[config.mk]
export PLATFORM = sky130hd
export DESIGN_NAME = ysyx_22041412_wbu
export DESIGN_NICKNAME = d
export VERILOG_FILES = /design/src/rtl/ysyx_22041412_wbu_pkg.sv /design/src/rtl/ysyx_22041412_ld_fifo.sv /design/src/rtl/ysyx_22041412_wbu.sv
export SDC_FILE = /design/constraint.sdc
export NUM_CORES = 1
export LEC_CHECK = 0
export CAP_MARGIN = 15
export CORE_UTILIZATION = 25
export CTS_BUF_LIST = sky130_fd_sc_hd__clkbuf_4
export DETAILED_ROUTE_END_ITERATION = 12
export PLACE_DENSITY = 0.58
export SYNTH_ARGS = -nofsm -noshare
export SYNTH_HDL_FRONTEND = slang
export SYNTH_SLANG_ARGS = --single-unit
[constraint.sdc]
create_clock -name clk -period 3.1 [get_ports clk]
set_input_delay 0.93 -clock clk [delete_from_list [all_inputs] [get_ports clk]]
set_output_delay 0.93 -clock clk [all_outputs]
set_load 0.02 [all_outputs]
[src/rtl/ysyx_22041412_wbu_pkg.sv]
// Shared definitions for the write-back unit: datapath/register widths,
// load funct3 encodings and the load tag layout held in the load queue.
package ysyx_22041412_wbu_pkg;

  localparam int WBU_XLEN = 64;
  localparam int REG_AW   = 5;
  localparam int LDQ_W    = REG_AW + 3;

  typedef enum logic [2:0] {
    LB   = 3'b000,
    LH   = 3'b001,
    LW   = 3'b010,
    LD   = 3'b011,
    LBU  = 3'b100,
    LHU  = 3'b101,
    LWU  = 3'b110,
    LNOP = 3'b111
  } ld_funct3_e;

endpackage

[src/rtl/ysyx_22041412_ld_fifo.sv]
// In-order queue of outstanding load tags {rd, funct3}; head is read
// combinationally so the response can be written back in the same cycle.
module ysyx_22041412_ld_fifo
  import ysyx_22041412_wbu_pkg::*;
#(
  parameter int DEPTH = 2
) (
  input  logic             clk,
  input  logic             rst,
  input  logic             push,
  input  logic             pop,
  input  logic [LDQ_W-1:0] wdata,
  output logic [LDQ_W-1:0] rdata,
  output logic             full,
  output logic             empty
);

  localparam int PW = (DEPTH > 1) ? $clog2(DEPTH) : 1;
  localparam int CW = $clog2(DEPTH) + 1;

  logic [LDQ_W-1:0] mem_q [DEPTH];
  logic [PW-1:0]    wr_ptr_q, wr_ptr_d;
  logic [PW-1:0]    rd_ptr_q, rd_ptr_d;
  logic [CW-1:0]    count_q, count_d;
  logic             do_push, do_pop;

  function automatic logic [PW-1:0] ptr_inc(input logic [PW-1:0] p);
    return (p == PW'(DEPTH - 1)) ? '0 : p + 1'b1;
  endfunction

  assign full    = (count_q == CW'(DEPTH));
  assign empty   = (count_q == '0);
  assign do_push = push & ~full;
  assign do_pop  = pop & ~empty;
  assign rdata   = mem_q[rd_ptr_q];

  always_comb begin
    wr_ptr_d = do_push ? ptr_inc(wr_ptr_q) : wr_ptr_q;
    rd_ptr_d = do_pop  ? ptr_inc(rd_ptr_q) : rd_ptr_q;
    count_d  = count_q;
    if (do_push && !do_pop) count_d = count_q + 1'b1;
    if (!do_push && do_pop) count_d = count_q - 1'b1;
  end

  always_ff @(posedge clk or negedge rst) begin
    if (!rst) begin
      wr_ptr_q <= '0;
      rd_ptr_q <= '0;
      count_q  <= '0;
    end else begin
      wr_ptr_q <= wr_ptr_d;
      rd_ptr_q <= rd_ptr_d;
      count_q  <= count_d;
    end
  end

  // Payload storage needs no reset: entries are only read once counted valid.
  always_ff @(posedge clk) begin
    if (do_push) mem_q[wr_ptr_q] <= wdata;
  end

endmodule

[src/rtl/ysyx_22041412_wbu.sv]
// Write-back unit: arbitrates load responses and EXU results onto the single
// register-file write port, tracks in-flight load destinations for hazards.
module ysyx_22041412_wbu
  import ysyx_22041412_wbu_pkg::*;
#(
  parameter int XLEN     = WBU_XLEN,
  parameter int LD_DEPTH = 2
) (
  input  logic              clk,
  input  logic              rst,
  input  logic              exu_valid,
  output logic              exu_ready,
  input  logic              exu_wen,
  input  logic [REG_AW-1:0] exu_rd,
  input  logic [XLEN-1:0]   exu_data,
  input  logic              ld_issue,
  output logic              ld_ready,
  input  logic [REG_AW-1:0] ld_rd,
  input  logic [2:0]        ld_funct3,
  input  logic              lsu_rvalid,
  input  logic [XLEN-1:0]   lsu_rdata,
  input  logic [REG_AW-1:0] dec_rs1,
  input  logic [REG_AW-1:0] dec_rs2,
  input  logic [REG_AW-1:0] dec_rd,
  output logic              dec_stall,
  output logic              byp_a_en,
  output logic              byp_b_en,
  output logic              resp_err,
  output logic [REG_AW-1:0] Rw,
  output logic              Wen,
  output logic [XLEN-1:0]   BusW
);

  logic              fifo_full, fifo_empty;
  logic [LDQ_W-1:0]  head_tag;
  logic [REG_AW-1:0] head_rd;
  logic [2:0]        head_f3;
  logic              ld_push, ld_pop, exu_fire;
  logic [XLEN-1:0]   ld_ext;

  logic [REG_AW-1:0] rw_q, rw_d;
  logic              wen_q, wen_d;
  logic [XLEN-1:0]   busw_q, busw_d;
  logic [31:0]       busy_q, busy_d;
  logic              resp_err_q, resp_err_d;

  ysyx_22041412_ld_fifo #(.DEPTH(LD_DEPTH)) u_ld_fifo (
    .clk   (clk),
    .rst   (rst),
    .push  (ld_push),
    .pop   (ld_pop),
    .wdata ({ld_rd, ld_funct3}),
    .rdata (head_tag),
    .full  (fifo_full),
    .empty (fifo_empty)
  );

  assign {head_rd, head_f3} = head_tag;
  assign ld_pop    = lsu_rvalid & ~fifo_empty;
  assign ld_push   = ld_issue & ~fifo_full;
  assign ld_ready  = ~fifo_full;
  assign exu_ready = ~ld_pop;
  assign exu_fire  = exu_valid & exu_ready;

  always_comb begin
    ld_ext = '0;
    case (head_f3)
      LB:      ld_ext = {{(XLEN-8){lsu_rdata[7]}},   lsu_rdata[7:0]};
      LH:      ld_ext = {{(XLEN-16){lsu_rdata[15]}}, lsu_rdata[15:0]};
      LW:      ld_ext = {{(XLEN-32){lsu_rdata[31]}}, lsu_rdata[31:0]};
      LD:      ld_ext = lsu_rdata;
      LBU:     ld_ext = {{(XLEN-8){1'b0}},  lsu_rdata[7:0]};
      LHU:     ld_ext = {{(XLEN-16){1'b0}}, lsu_rdata[15:0]};
      LWU:     ld_ext = {{(XLEN-32){1'b0}}, lsu_rdata[31:0]};
      default: ld_ext = '0;
    endcase
  end

  // Load responses win the port; an idle cycle keeps the last address/data.
  always_comb begin
    rw_d   = rw_q;
    busw_d = busw_q;
    wen_d  = 1'b0;
    if (ld_pop) begin
      rw_d   = head_rd;
      busw_d = ld_ext;
      wen_d  = |head_rd;
    end else if (exu_fire) begin
      rw_d   = exu_rd;
      busw_d = exu_data;
      wen_d  = exu_wen & (|exu_rd);
    end
  end

  // Set is applied after clear so a re-issued load to the same rd stays busy.
  always_comb begin
    busy_d = busy_q;
    if (ld_pop) busy_d[head_rd] = 1'b0;
    if (ld_push && (ld_rd != '0)) busy_d[ld_rd] = 1'b1;
    busy_d[0] = 1'b0;
    resp_err_d = resp_err_q | (lsu_rvalid & fifo_empty);
  end

  always_ff @(posedge clk or negedge rst) begin
    if (!rst) begin
      rw_q       <= '0;
      wen_q      <= 1'b0;
      busw_q     <= '0;
      busy_q     <= '0;
      resp_err_q <= 1'b0;
    end else begin
      rw_q       <= rw_d;
      wen_q      <= wen_d;
      busw_q     <= busw_d;
      busy_q     <= busy_d;
      resp_err_q <= resp_err_d;
    end
  end

  assign dec_stall = ((|dec_rs1) & busy_q[dec_rs1])
                   | ((|dec_rs2) & busy_q[dec_rs2])
                   | ((|dec_rd)  & busy_q[dec_rd]);
  assign byp_a_en  = wen_q & (rw_q == dec_rs1) & (|dec_rs1);
  assign byp_b_en  = wen_q & (rw_q == dec_rs2) & (|dec_rs2);

  assign Rw       = rw_q;
  assign Wen      = wen_q;
  assign BusW     = busw_q;
  assign resp_err = resp_err_q;

endmodule
==> results.md, run 1 <==
* Seq cells post-synth at 122
* Post-Syn Area per Cell at 9.55 um^2
* CP Launch Type: primary input
* Post-synth top flop: dfrtp_1
* Commonest cells after routing, fill and taps aside: 219 x clkdlybuf4s50_1, 130 x a21oi_1, 106 x dfrtp_1
* Reg-to-Reg Start: u_ld_fifo.rd_ptr_q
* Slew HR at 56.6%
* Clock power frac at 15.4%
* I/O Pins at 238
* DR WL/cell at 18.6 um
* Tot GR Track Use at 17.8%
* Crit. End Element: primary output
* Status: complete, but fails checks
* Mapped Nets at 885
* Clk slew on worst S/H paths at 150 ps
* Cells after Synth at 722
* Nets@finish at 1140
* Worst-Skew Late Latency at 550 ps
* Row cnt at 60
* Post-DR vias/cell at 4.98
* EDFF count, synth at 16
* Final Cycle Share at 107%
* Commonest non-fill, non-tap cell in the layout: clkdlybuf4s50_1
* Die area at 28300 um^2
* Iter 0 DRT Violations at 581
* Layout cell share with drive strength beyond 1 at 14.5%
* Largest net degree at the start of global routing at 107
* Die height at 168 um
* Post-route minimum period at 3300 ps
* DRC violation count after routing at 0
* Switching Fraction at 42.5%
* CTS Buffer Depth at 2
* Slew @ Worst Pin at 651 ps
* Max Cap Viol at 0
* DPL Wire Length at 17.7 mm
* Initial Util at 25.5%
* DIE WIDTH at 168 um
* Kind of critical path: in2out
* Seq pwr share at 34.7%
* Post-synthesis sequential area ratio at 45.4%
* Final Max Tran Viols at 0
* Combinational share of power at 49.9%
* Final worst setup slack at -205 ps
* Failing checks: setup timing
* Register area at 3130 um^2
* CP Data Required Time at 2170 ps
* IR drop worst, VDD at 0.000335 V
* Synth warnings at 0
* Clk root buf: clkbuf_4
* Initial antenna violation count at 1
* Mapped Area at 6900 um^2
* Async SR Flop Fraction at 86.9%
* CTS sink count at 122
* CP startpoint: dec_rs1[0]
* Post-CTS Hold Buffers at 0
* Fillers at 2724
* 1st-pass router iterations at 4
* Setup TNS at -205 ps
* Final ANT Viol Nets at 0
* Clock skew at 33.0 ps
* IO Port Bufs at 237
* Pleak at 0.00421 uW
* Psw at 3590 uW
* Worst Hold Class: in2async
* CTS tree: done
* First-pass GRT wire length at 38.6 mm
* Crit-path max FO at 3
* Area occupied by multi-input gates at 3340 um^2
* Final Setup Violations at 1
* Pre-CTS setup slack at -1140 ps
* Utilization after layout at 37.9%
* Fmax at 303 MHz
* Final Hold Fails at 0
* CTS H-tree lvls at 4
* Core area at 27000 um^2
* Pwr Density at 825 nW/um^2
* Vias at 6629
* Area Overhead vs Synth at 48.6%
* Synth unique cells at 55
* Vias in the first global route at 6667
* GR Overflow Total at 0
* Num CTS Buffers at 17
* Final wirelength at 24.8 mm
* RePlAce Congestion at 0.881
* Worst EP arrival at 2370 ps
* Pint at 4860 uW
* Unrepaired setup endpoints after global routing: yes
## worst paths after layout
path                         endpoint  slack [ps]  depth (start not counted)
setup / recovery            dec_stall        -200                          7
hold / removal             busy_q[25]         410                          2
setup reg to reg             BusW[15]         870                          5
hold reg to reg              BusW[15]         500                          1
max in group asynchronous     BusW[0]        2150                          2
min in group clk             BusW[15]         500                          1
## synthesized netlist by cell type, types with 3 or more instances
| master | count | area share, % |
|---|---|---|
| nor3b_1 | 3 | 0.33 |
| or3_1 | 6 | 0.54 |
| mux2_2 | 5 | 0.82 |
| and3_1 | 3 | 0.27 |
| inv_1 | 59 | 3.2 |
| a21oi_1 | 130 | 9.4 |
| edfxtp_1 | 16 | 7.0 |
| mux2i_1 | 18 | 2.6 |
| nor3_1 | 5 | 0.36 |
| dfrtp_1 | 106 | 38 |
| o21a_1 | 9 | 0.98 |
| buf_4 | 3 | 0.33 |
| or2_2 | 4 | 0.36 |
| a21o_1 | 3 | 0.33 |
| o22ai_1 | 8 | 0.73 |
| o21ai_0 | 60 | 4.4 |
| o22a_1 | 48 | 6.1 |
| mux4_2 | 22 | 7.2 |
| buf_2 | 13 | 0.94 |
| nor4_1 | 4 | 0.36 |
| nor2_1 | 29 | 1.6 |
| xnor2_1 | 6 | 0.76 |
| xor2_1 | 7 | 0.89 |
| nand2_1 | 58 | 3.2 |
| nor2b_1 | 11 | 1.0 |
| buf_6 | 3 | 0.49 |
| clkbuf_1 | 31 | 1.7 |
| nand3b_1 | 4 | 0.44 |
| nand2b_1 | 5 | 0.45 |
| nand3_1 | 11 | 0.80 |
## logic make-up after synthesis
| logic type | after synthesis | share of synthesized area, % |
|---|---|---|
| AOI/OAI and AO/OA | 275 | 24.2 |
| and+or+nand+nor | 152 | 10.6 |
| DFF | 122 | 45.4 |
| buffers and inverters | 112 | 6.82 |
| muxes | 47 | 11.2 |
| xor gates and xnor gates | 13 | 1.65 |
| adders and majority gates | 1 | 0.181 |
## power groups by stage
stage	clock, uW	sequential [uW]	combinational (uW)
floorplan	0	3170	1950
global placement	0	2950	4180
detailed placement	0	2960	4200
CTS	1360	2920	4230
global route	1430	3020	4560
finish	1310	2930	4220
## critical path: stages
cell     delay (ps)
buf_8            90
mux4_2          490
mux2_4          280
a21o_1          190
o21ai_2         120
nand4_1         110
buf_4           180
## cell type report
| class | count | share of cell area [%] |
|---|---|---|
| inverter | 60 | 2.20 |
| sequential | 122 | 30.6 |
| tap | 341 | 4.16 |
| timing repair buffer | 288 | 27.3 |
| clock inverter | 15 | 1.90 |
| antenna | 1 | 0.0244 |
| multi-input combinational | 488 | 32.6 |
| clock buffer | 17 | 1.24 |
## registers in the layout (all words and copies together) (netlist names)
name,count
BusW,64
Rw,5
Wen,1
busy_q,31
resp_err,1
u_ld_fifo.count_q,2
u_ld_fifo.mem_q,16
u_ld_fifo.rd_ptr_q,1
u_ld_fifo.wr_ptr_q,1
## per-layer routing
| layer | up-vias | GRT usage (%) | wire length (um) |
|---|---|---|---|
| met4 | 0 | 7.39 | 678 |
| met1 | 3201 | 22.9 | 10900 |
| met2 | 271 | 28.7 | 11600 |
| met5 | - | 0 | 0 |
| li1 | 3112 | - | - |
| met3 | 45 | 4.28 | 1650 |
## per-stage QoR
stage	power, uW	area, um^2	cells	hold slack [ps]
floorplan	5120	6930	722	461
global placement	7130	9900	1297	467
detailed placement	7170	9900	1297	479
CTS	8520	10200	1330	407
global route	9000	10300	1332	430
finish	8450	10300	1332	405
## repair_timing
action,in CTS,in global routing
pin swaps,7,5
setup buffers,1,1
setup endpoints to repair,3,3
resized for setup,53,19
No activity file was read; power rests on OpenSTA's default activity.
==> inputs of run 2 (changes only) <==
CELL_PAD_IN_SITES_DETAIL_PLACEMENT = 0   (was default)
CELL_PAD_IN_SITES_GLOBAL_PLACEMENT = 1   (was default)
DONT_BUFFER_PORTS = 1   (was default)
PLACE_DENSITY = 0.56   (was 0.58)
==> results.md, run 2 (synthesized netlist as in run 1, its figures left out) <==
* Register area at 3140 um^2 (about the same)
* GR Overflow Total at 0 (unchanged)
* DR WL/cell at 22.0 um (+18%)
* Area occupied by multi-input gates at 3320 um^2 (-0.64%)
* Clk root buf: clkbuf_4
* I/O Pins at 238 (unchanged)
* Placement Cell Area at 7210 um^2 (-27%)
* Commonest non-fill, non-tap cell in the layout: a21oi_1
* CTS H-tree lvls at 4 (unchanged)
* Post-route cell area at 7640 um^2 (-25%)
* Iter 0 DRT Violations at 385 (-34%)
* Area Overhead vs Synth at 10.8%
* CTS tree: done
* Worst Hold Class: in2async
* IR drop worst, VDD at 0.000305 V (-9.1%)
* Initial antenna violation count at 1 (unchanged)
* Commonest cells after routing, fill and taps aside: 130 x a21oi_1, 104 x dfrtp_1, 59 x inv_1, 59 x o21ai_0, 58 x nand2_1
* Die area at 28300 um^2 (unchanged)
* Final Setup Violations at 1 (unchanged)
* Final ANT Viol Nets at 0 (unchanged)
* Fmax at 315 MHz (+4.0%)
* Final Cycle Share at 103% (-4.1 points)
* Status: complete, but fails checks
* Nets@finish at 871 (-24%)
* Num CTS Buffers at 17 (unchanged)
* Final wirelength at 23.3 mm (-6.0%)
* Crit-path max FO at 4 (+1)
* Core area at 27000 um^2 (unchanged)
* Pwr Density at 981 nW/um^2 (+19%)
* Slew @ Worst Pin at 836 ps (+184 ps)
* Final std cells w/o fill at 1063 (-20%)
* Post-DR vias/cell at 5.29 (+6.3%)
* Clock skew at 32.0 ps (-1.01 ps)
* Fillers at 2906 (+6.7%)
* Worst EP arrival at 2250 ps (-120 ps)
* Final Max Tran Viols at 0 (unchanged)
* CTS sink count at 122 (unchanged)
* Post-route minimum period at 3180 ps (-127 ps)
* Die height at 168 um (unchanged)
* Layout cell share with drive strength beyond 1 at 13.0% (-1.5 points)
* Crit. End Element: primary output
* Pleak at 0.00311 uW (-26%)
* Final Hold Fails at 0 (unchanged)
* Worst-Skew Late Latency at 540 ps (about the same)
* IO Port Bufs at 0 (-100%)
* DPL Wire Length at 16.2 mm (-8.5%)
* Vias in the first global route at 5531 (-17%)
* Largest net degree at the start of global routing at 107 (unchanged)
* 1st-pass router iterations at 5 (+1)
* Tot GR Track Use at 16.5% (-1.3 points)
* First-pass GRT wire length at 35.3 mm (-8.6%)
* RePlAce Congestion at 0.780 (-11%)
* Unrepaired setup endpoints after global routing: yes
* CTS Buffer Depth at 2 (unchanged)
* Slew HR at 44.3% (-12 points)
* Max Cap Viol at 0 (unchanged)
* Row cnt at 60 (unchanged)
* Kind of critical path: reg2out
* Clk slew on worst S/H paths at 130 ps (-20 ps)
* Hold WS at 78.2 ps (-327 ps)
* Max FFs per register at 64 (unchanged)
* DRC violation count after routing at 0 (unchanged)
* CP Data Required Time at 2170 ps (about the same)
* DIE WIDTH at 168 um (unchanged)
* Failing checks: setup timing
* Initial Util at 25.5% (unchanged)
* CP Launch Type: register
* Placed cells at 1024 (-21%)
* Vias at 5622 (-15%)
* Final worst setup slack at -77.6 ps (+127 ps)
-- run 2: cell count changes in the layout (fill, tap and decap cells not counted), moves of 4 or more --
cell	change
inv_8	-6
buf_4	-27
buf_6	-5
buf_12	-5
clkbuf_2	-4
clkdlybuf4s50_1	-219
bufinv_16	+4
-- run 2: stage by stage --
stage	total power, uW	utilization, %	TNS, ps	worst slack [ps]
after detailed placement	5970	26.7	-41.2	-41.2
final	7490	28.3	-77.6	-77.6
after CTS	7580	28.3	-140	-140
after global placement	5960	26.7	-47.2	-47.2
after global routing	7980	28.3	-233	-233
after floorplan	5120	-	-79.9	-79.9
-- run 2: final cells by class --
| type | instances | share of cell area (%) |
|---|---|---|
| Multi-Input combinational cell | 488 | 43.4 |
| Sequential cell | 122 | 41.0 |
| Tap cell | 341 | 5.58 |
| Clock inverter | 14 | 3.18 |
| Inverter | 60 | 2.95 |
| Timing Repair Buffer | 19 | 2.03 |
| Clock buffer | 18 | 1.77 |
| Antenna cell | 1 | 0.0327 |
-- run 2: timing repair --
item,4_1_cts,5_1_grt
resized for setup,3,0
setup buffers,6,0
setup endpoints to repair,1,1
hold buffers,0,0
cloned,0,0
pin swaps,1,0
-- run 2: power breakdown --
| part | internal [uW] | switching, uW |
|---|---|---|
| clock | 820 | 698 |
| combinational | 1140 | 1310 |
| sequential | 2280 | 1240 |
| total | 4240 | 3260 |
-- run 2: final timing paths --
path | startpoint | endpoint | slack (ps) | depth (start not counted)
max in group asynchronous | rst | BusW[55] | 2720 | 0
max reg2reg | u_ld_fifo.rd_ptr_q | BusW[39] | 670 | 6
max | busy_q[15] | dec_stall | -80 | 6
min | rst | busy_q[12] | 80 | 0
min reg2reg | u_ld_fifo.wr_ptr_q | u_ld_fifo.wr_ptr_q | 500 | 1
min in group clk | ld_rd[4] | busy_q[7] | 470 | 1
-- run 2: metal layers --
layer | part of all wire [%] | global-route usage (%) | up-vias
met5 | 0 | 0 | -
met1 | 42 | 20.7 | 2803
met3 | 7.8 | 5.48 | 24
met2 | 48 | 26.8 | 207
met4 | 2.1 | 5.38 | 0
li1 | - | - | 2588
-- run 2: critical path, stage by stage, from the launching register on --
cell     delay, ps
dfrtp_1        450
mux4_2         470
mux2_4         260
a21o_1         150
o21ai_1        120
nand4_1        100
buf_4          170
